`src/rtl/sram_port_arbiter.sv`:
```
// rtl/sram_port_arbiter.sv - two-port round-robin arbiter in front of one SRAM controller
//
// Purpose: shares a single SRAM controller between a data-memory port (port 0)
// and an instruction-refill port (port 1). The winning request's opcode,
// address and write data are captured at grant, and the SRAM side is driven
// from those captured copies until the controller reports completion.
//
// Ports:
//   clk, rst                  clock, synchronous active-high reset
//   pN_rd_en / pN_wr_en       requester read / write request, held until pN_ready
//   pN_addr / pN_wdata        requester address / store value
//   pN_rdata                  read data back to requester
//   pN_ready                  stall signal to requester (0 = freeze)
//   sram_rd_en / sram_wr_en   enables to the SRAM controller
//   sram_addr / sram_wdata    address / store value to the SRAM controller
//   sram_rdata                64-bit line from the SRAM controller
//   sram_ready                controller ready, low while an access is in progress
module sram_port_arbiter #(
  parameter int ADDR_W  = 32,
  parameter int DATA_W  = 32,
  parameter int RDATA_W = 64
) (
  input  logic               clk,
  input  logic               rst,
  input  logic               p0_rd_en,
  input  logic               p0_wr_en,
  input  logic [ADDR_W-1:0]  p0_addr,
  input  logic [DATA_W-1:0]  p0_wdata,
  output logic [RDATA_W-1:0] p0_rdata,
  output logic               p0_ready,
  input  logic               p1_rd_en,
  input  logic               p1_wr_en,
  input  logic [ADDR_W-1:0]  p1_addr,
  input  logic [DATA_W-1:0]  p1_wdata,
  output logic [RDATA_W-1:0] p1_rdata,
  output logic               p1_ready,
  output logic               sram_rd_en,
  output logic               sram_wr_en,
  output logic [ADDR_W-1:0]  sram_addr,
  output logic [DATA_W-1:0]  sram_wdata,
  input  logic [RDATA_W-1:0] sram_rdata,
  input  logic               sram_ready
);

  typedef enum logic [1:0] {
    IDLE  = 2'd0,
    BUSY0 = 2'd1,
    BUSY1 = 2'd2
  } state_e;

  state_e              state_q, state_d;
  logic                last_q, last_d;
  logic                op_wr_q, op_wr_d;
  logic [ADDR_W-1:0]   addr_q, addr_d;
  logic [DATA_W-1:0]   wdata_q, wdata_d;
  logic                seen_low_q, seen_low_d;
  logic [RDATA_W-1:0]  rdata0_q, rdata0_d;
  logic [RDATA_W-1:0]  rdata1_q, rdata1_d;

  logic req0, req1;
  logic busy;
  logic done;
  logic done0, done1;

  assign req0 = p0_rd_en | p0_wr_en;
  assign req1 = p1_rd_en | p1_wr_en;
  assign busy = (state_q == BUSY0) || (state_q == BUSY1);

  // Completion needs a low-then-high on sram_ready within the access, so a
  // controller that drops ready one cycle after the enable is not mistaken
  // for an instant completion.
  assign done  = busy & sram_ready & seen_low_q;
  assign done0 = (state_q == BUSY0) & done;
  assign done1 = (state_q == BUSY1) & done;

  always_comb begin
    state_d    = state_q;
    last_d     = last_q;
    op_wr_d    = op_wr_q;
    addr_d     = addr_q;
    wdata_d    = wdata_q;
    seen_low_d = seen_low_q;
    rdata0_d   = rdata0_q;
    rdata1_d   = rdata1_q;

    case (state_q)
      IDLE: begin
        // last_q == 1 means port 1 was served last, so port 0 wins a tie.
        if (req0 && (!req1 || last_q)) begin
          state_d    = BUSY0;
          op_wr_d    = p0_wr_en;
          addr_d     = p0_addr;
          wdata_d    = p0_wdata;
          seen_low_d = 1'b0;
        end else if (req1) begin
          state_d    = BUSY1;
          op_wr_d    = p1_wr_en;
          addr_d     = p1_addr;
          wdata_d    = p1_wdata;
          seen_low_d = 1'b0;
        end
      end

      BUSY0, BUSY1: begin
        if (!sram_ready) begin
          seen_low_d = 1'b1;
        end
        if (done) begin
          if (!op_wr_q) begin
            if (state_q == BUSY0) begin
              rdata0_d = sram_rdata;
            end else begin
              rdata1_d = sram_rdata;
            end
          end
          last_d  = (state_q == BUSY1);
          state_d = IDLE;
        end
      end

      default: begin
        state_d = IDLE;
      end
    endcase
  end

  always_ff @(posedge clk) begin
    if (rst) begin
      state_q    <= IDLE;
      last_q     <= 1'b1;
      op_wr_q    <= 1'b0;
      addr_q     <= '0;
      wdata_q    <= '0;
      seen_low_q <= 1'b0;
      rdata0_q   <= '0;
      rdata1_q   <= '0;
    end else begin
      state_q    <= state_d;
      last_q     <= last_d;
      op_wr_q    <= op_wr_d;
      addr_q     <= addr_d;
      wdata_q    <= wdata_d;
      seen_low_q <= seen_low_d;
      rdata0_q   <= rdata0_d;
      rdata1_q   <= rdata1_d;
    end
  end

  // SRAM side comes straight from state and captured registers, so the
  // enables appear the cycle after the request is sampled.
  assign sram_rd_en = busy & ~op_wr_q;
  assign sram_wr_en = busy & op_wr_q;
  assign sram_addr  = addr_q;
  assign sram_wdata = wdata_q;

  assign p0_ready = ~req0 | done0;
  assign p1_ready = ~req1 | done1;

  // Read data is forwarded in the completion cycle, then held in the port's register.
  assign p0_rdata = (done0 & ~op_wr_q) ? sram_rdata : rdata0_q;
  assign p1_rdata = (done1 & ~op_wr_q) ? sram_rdata : rdata1_q;

endmodule

```
`config.mk`:
```
export PLATFORM = sky130hd
export DESIGN_NAME = sram_port_arbiter
export DESIGN_NICKNAME = d
export VERILOG_FILES = /design/src/rtl/sram_port_arbiter.sv
export SDC_FILE = /design/constraint.sdc
export NUM_CORES = 1
export LEC_CHECK = 0
export ABC_AREA = 1
export CORE_AREA = 2 2 154 156
export CTS_CLUSTER_SIZE = 25
export DETAILED_ROUTE_END_ITERATION = 8
export DIE_AREA = 0 0 156 158
export GPL_ROUTABILITY_DRIVEN = 0
export PLACE_DENSITY = 0.78
export SETUP_SLACK_MARGIN = 0.05
export SLEW_MARGIN = 20
export SYNTH_ARGS = -nofsm -noshare
export SYNTH_HDL_FRONTEND = slang
export SYNTH_SLANG_ARGS = --single-unit
```
`constraint.sdc`:
```
create_clock -name clk -period 6.2 [get_ports clk]
set_clock_uncertainty 0.05 [all_clocks]
set_input_delay 1.55 -clock clk [delete_from_list [all_inputs] [get_ports clk]]
set_output_delay 1.55 -clock clk [all_outputs]
set_load 0.05 [all_outputs]
```
==> results of run 1 <==
-- path summary, 6_finish.rpt --
| kind | to | slack, ns | cells past startpoint |
|---|---|---|---|
| worst min register to register | rdata0_q[58]$_SDFFE_PP0P_ | 0.42 | 2 |
| worst max register to register | sram_wdata[10]$_SDFFE_PP0P_ | 3.99 | 7 |
| worst max-delay path | p0_rdata[52] | 0.52 | 7 |
| worst min-delay path | rdata0_q[58]$_SDFFE_PP0P_ | 0.42 | 2 |
-- per-stage QoR --
stage	std cells	total power, mW	worst slack, ns
2_1_floorplan	1366	2.94	1.84
3_3_place_gp	1979	3.63	0.546
3_5_place_dp	1979	3.65	0.541
4_1_cts	2010	4.80	0.532
5_1_grt	2011	5.01	0.406
6_report	2011	4.75	0.523
-- cells by family after synthesis --
kind of cell	share of synthesized area, %
fa+ha+maj	0.398
flops	41.8
simple gates	28.6
buf+inv	16.2
compound gates	13.0
-- state kept, by name, summed over array words and instances (netlist names) --
register and cells:
state_q 2, seen_low_q 1, rdata0_q 64, last_q 1, rdata1_q 64, sram_wdata 32
op_wr_q 1, sram_addr 32
-- cell usage in the layout (no fill, tap or decap), types with 2 or more instances in the layout --
cell / netlist / routed
inv_8: 0 / 3
dfxtp_1: 197 / 197
nor2_2: 44 / 43
nand3_1: 130 / 130
nand2_1: 367 / 364
clkinv_4: 0 / 5
inv_1: 271 / 270
clkbuf_16: 0 / 17
o21ai_2: 64 / 64
buf_4: 7 / 17
nor2_1: 27 / 27
clkinv_8: 0 / 5
buf_12: 1 / 3
nor2_4: 1 / 2
nand2_2: 42 / 44
clkdlybuf4s50_1: 0 / 385
inv_2: 2 / 3
a21oi_1: 133 / 133
ha_1: 3 / 3
-- cell usage after synthesis, drive strengths merged --
master and count:
o21ai 65, buf 58, a21oi 133, dfxtp 197
nor2 72, ha 3, nand2 409, nand3 131
clkbuf 25, inv 273
-- per-layer routing --
metal	routed length, um	global-route usage (%)	part of all wire (%)
met1	11100	25.4	40
met2	13300	37.4	48
met3	2440	7.23	8.9
met4	629	7.12	2.3
met5	0	0	0
-- cell type report --
class,instances,area [um2]
sequential,197,3940
fill,2068,9060
multi-input combinational,813,3990
clock inverter,14,189
tap,290,363
inverter,273,1020
clock buffer,17,425
timing repair buffer,406,4050
antenna,1,2.50
-- power by group --
group	total [mW]	internal, mW	leakage, nW	switching (mW)
clock network	1.13	0.581	0.297	0.549
registers	1.56	1.47	1.60	0.0988
logic	2.05	0.679	5.04	1.38
-- tightest hold or removal path, delay by kind of cell, from the launching register on --
family | cells | cell delay (ns)
and+or+nand+nor | 1 | 0.07
AOI/OAI and AO/OA | 1 | 0.06
DFF | 1 | 0.30
==> metrics.md, run 1 <==
| Metric | Value |
|---|---|
| Outcome | `complete, no violations` |
| Worst skew pair latency | `about 0.42 ns` |
| Syn Area/Cell | `6.91 um2` |
| Vias in the first global route | `around 8300` |
| Die area | `about 25000 um2` |
| Post-synth top area share | `41.8%` |
| Crit end category | `output pin` |
| First-pass GRT wire length | `42500 um` |
| Row cnt | `56` |
| WP data required | `4.60 ns` |
| Worst setup path category | `in -> out` |
| Via count | `9183` |
| Worst Path Arrival | `slightly above 4 ns` |
| Post-DP HPWL | `between 15000 and 20000 um` |
| Yosys cell types | `21` |
| Area of the mapped netlist | `~9400 um2` |
| Antenna Violating Nets Remaining | `0` |
| CTS clk-pin slew, worst paths | `0.06 ns` |
| Critical path startpoint | `sram_ready` |
| Initial Util | `approximately two fifths` |
| Static Leakage | `about 6.9 nW` |
| Fin crit share | `91.6%` |
| Layout area overhead | `48.2%` |
| DR vias/cell | `4.57` |
| Setup Fix Bufs, Post-CTS | `0` |
| Die Wd | `about 160 um` |
| Initial antenna violation count | `1` |
| Max Clock Freq | `around 0.18 GHz` |
| Routed wire length | `about 27000 um` |
| Fin util | `between 60% and 70%` |
| Fraction of layout cells with a size suffix above 1 | `about an eighth` |
| Detailed router's first-iteration violation count | `around 450` |
| Nets@finish | `~1900` |
| Core area | `23100 um2` |
| Setup tns final | `0 ns` |
| CP delay by family, top | `buffers and inverters` |
| Slowest CP cell | `clkdlybuf4s50_1` |
| Num CTS Buffers | `17` |
| DRC | `0` |
| Final cell area excluding filler cells | `roughly 14000 um2` |
| Num Clock Sinks | `about 200` |
| Mapped Nets | `around 1600` |
| Io pins | `395` |
| Seq/Total Area, Yosys | `between 40% and 50%` |
| # hold bufs at CTS | `0` |
| RSZ-0062 raised after global routing | `false` |
| H-tree Lvls | `4` |
| CTS tree | `built` |
| Pre-antenna DRT Iters | `5` |
| Worst hold start | `rdata0_q[58]$_SDFFE_PP0P_` |
| Post-Place Cell Area | `between 10000 and 15000 um2` |
| Congestion Overflow GR | `0` |
| Crit path largest cell delay | `~0.81 ns` |
| CP bufs+invs | `3` |
| Reg2reg start | `state_q[1]$_SDFFE_PP0P_` |
| GRT Total Usage | `between 20 and 25%` |
| Tmin final | `approximately 5.7 ns` |
| Yosys reg bits | `~200` |
| Final Max Slew Viols | `0` |
| Synth area leader | `dfxtp_1` |
| Final setup viols | `0` |
| Synth warnings | `0` |
| Pwr Density | `about 340 nW/um2` |
| Pin count of the biggest net entering global routing | `approximately 110` |
| Hold WS | `around 0.42 ns` |
| Top area cells in the synthesized netlist | `dfxtp_1 (42%), nand2_1 (15%), inv_1 (11%)` |
| Syn Inst Count | `around 1400` |
| DR WL/cell | `about 14 um` |
| Clock Tree Root | `clkbuf_16` |
| Critical path startpoint category | `input pin` |
| IO buf count | `about 400` |
| Chip height | `between 150 and 200 um` |
| Max VDD drop | `about 0.27 mV` |
| Slew margin rel. | `between 20 and 30%` |
| Worst Path Max Fanout | `between 60 and 70` |
| Slew at the pin with the worst max-slew slack | `1.09 ns` |
| CP cell instances | `clkdlybuf4s50_1 > nand3_4 > nor2_4 > buf_4 > nand2_1 > nand2_1 > clkdlybuf4s50_1` |
| Hold Path Class | `reg -> reg` |
| Post_cts resized | `0` |
| Max_cap viols | `0` |
| Endpoints failing hold | `0` |
| CTS Buffer Depth | `2` |
Power figures use the tool's default switching activity.
==> inputs of run 2 (changes only) <==
--- a/config.mk
+++ b/config.mk
@@ -13,7 +13,7 @@
 export GPL_ROUTABILITY_DRIVEN = 0
 export PLACE_DENSITY = 0.78
 export SETUP_SLACK_MARGIN = 0.05
-export SLEW_MARGIN = 20
+export SLEW_MARGIN = 5
 export SYNTH_ARGS = -nofsm -noshare
 export SYNTH_HDL_FRONTEND = slang
 export SYNTH_SLANG_ARGS = --single-unit
==> results of run 2 <==
Final layout, timing and power as in run 1 (identical DEF).
==> inputs of run 3 (changes only) <==
--- a/config.mk
+++ b/config.mk
@@ -13,7 +13,6 @@
 export GPL_ROUTABILITY_DRIVEN = 0
 export PLACE_DENSITY = 0.78
 export SETUP_SLACK_MARGIN = 0.05
-export SLEW_MARGIN = 5
 export SYNTH_ARGS = -nofsm -noshare
 export SYNTH_HDL_FRONTEND = slang
 export SYNTH_SLANG_ARGS = --single-unit
==> results of run 3 <==
Final layout, timing and power as in run 1 (identical DEF).
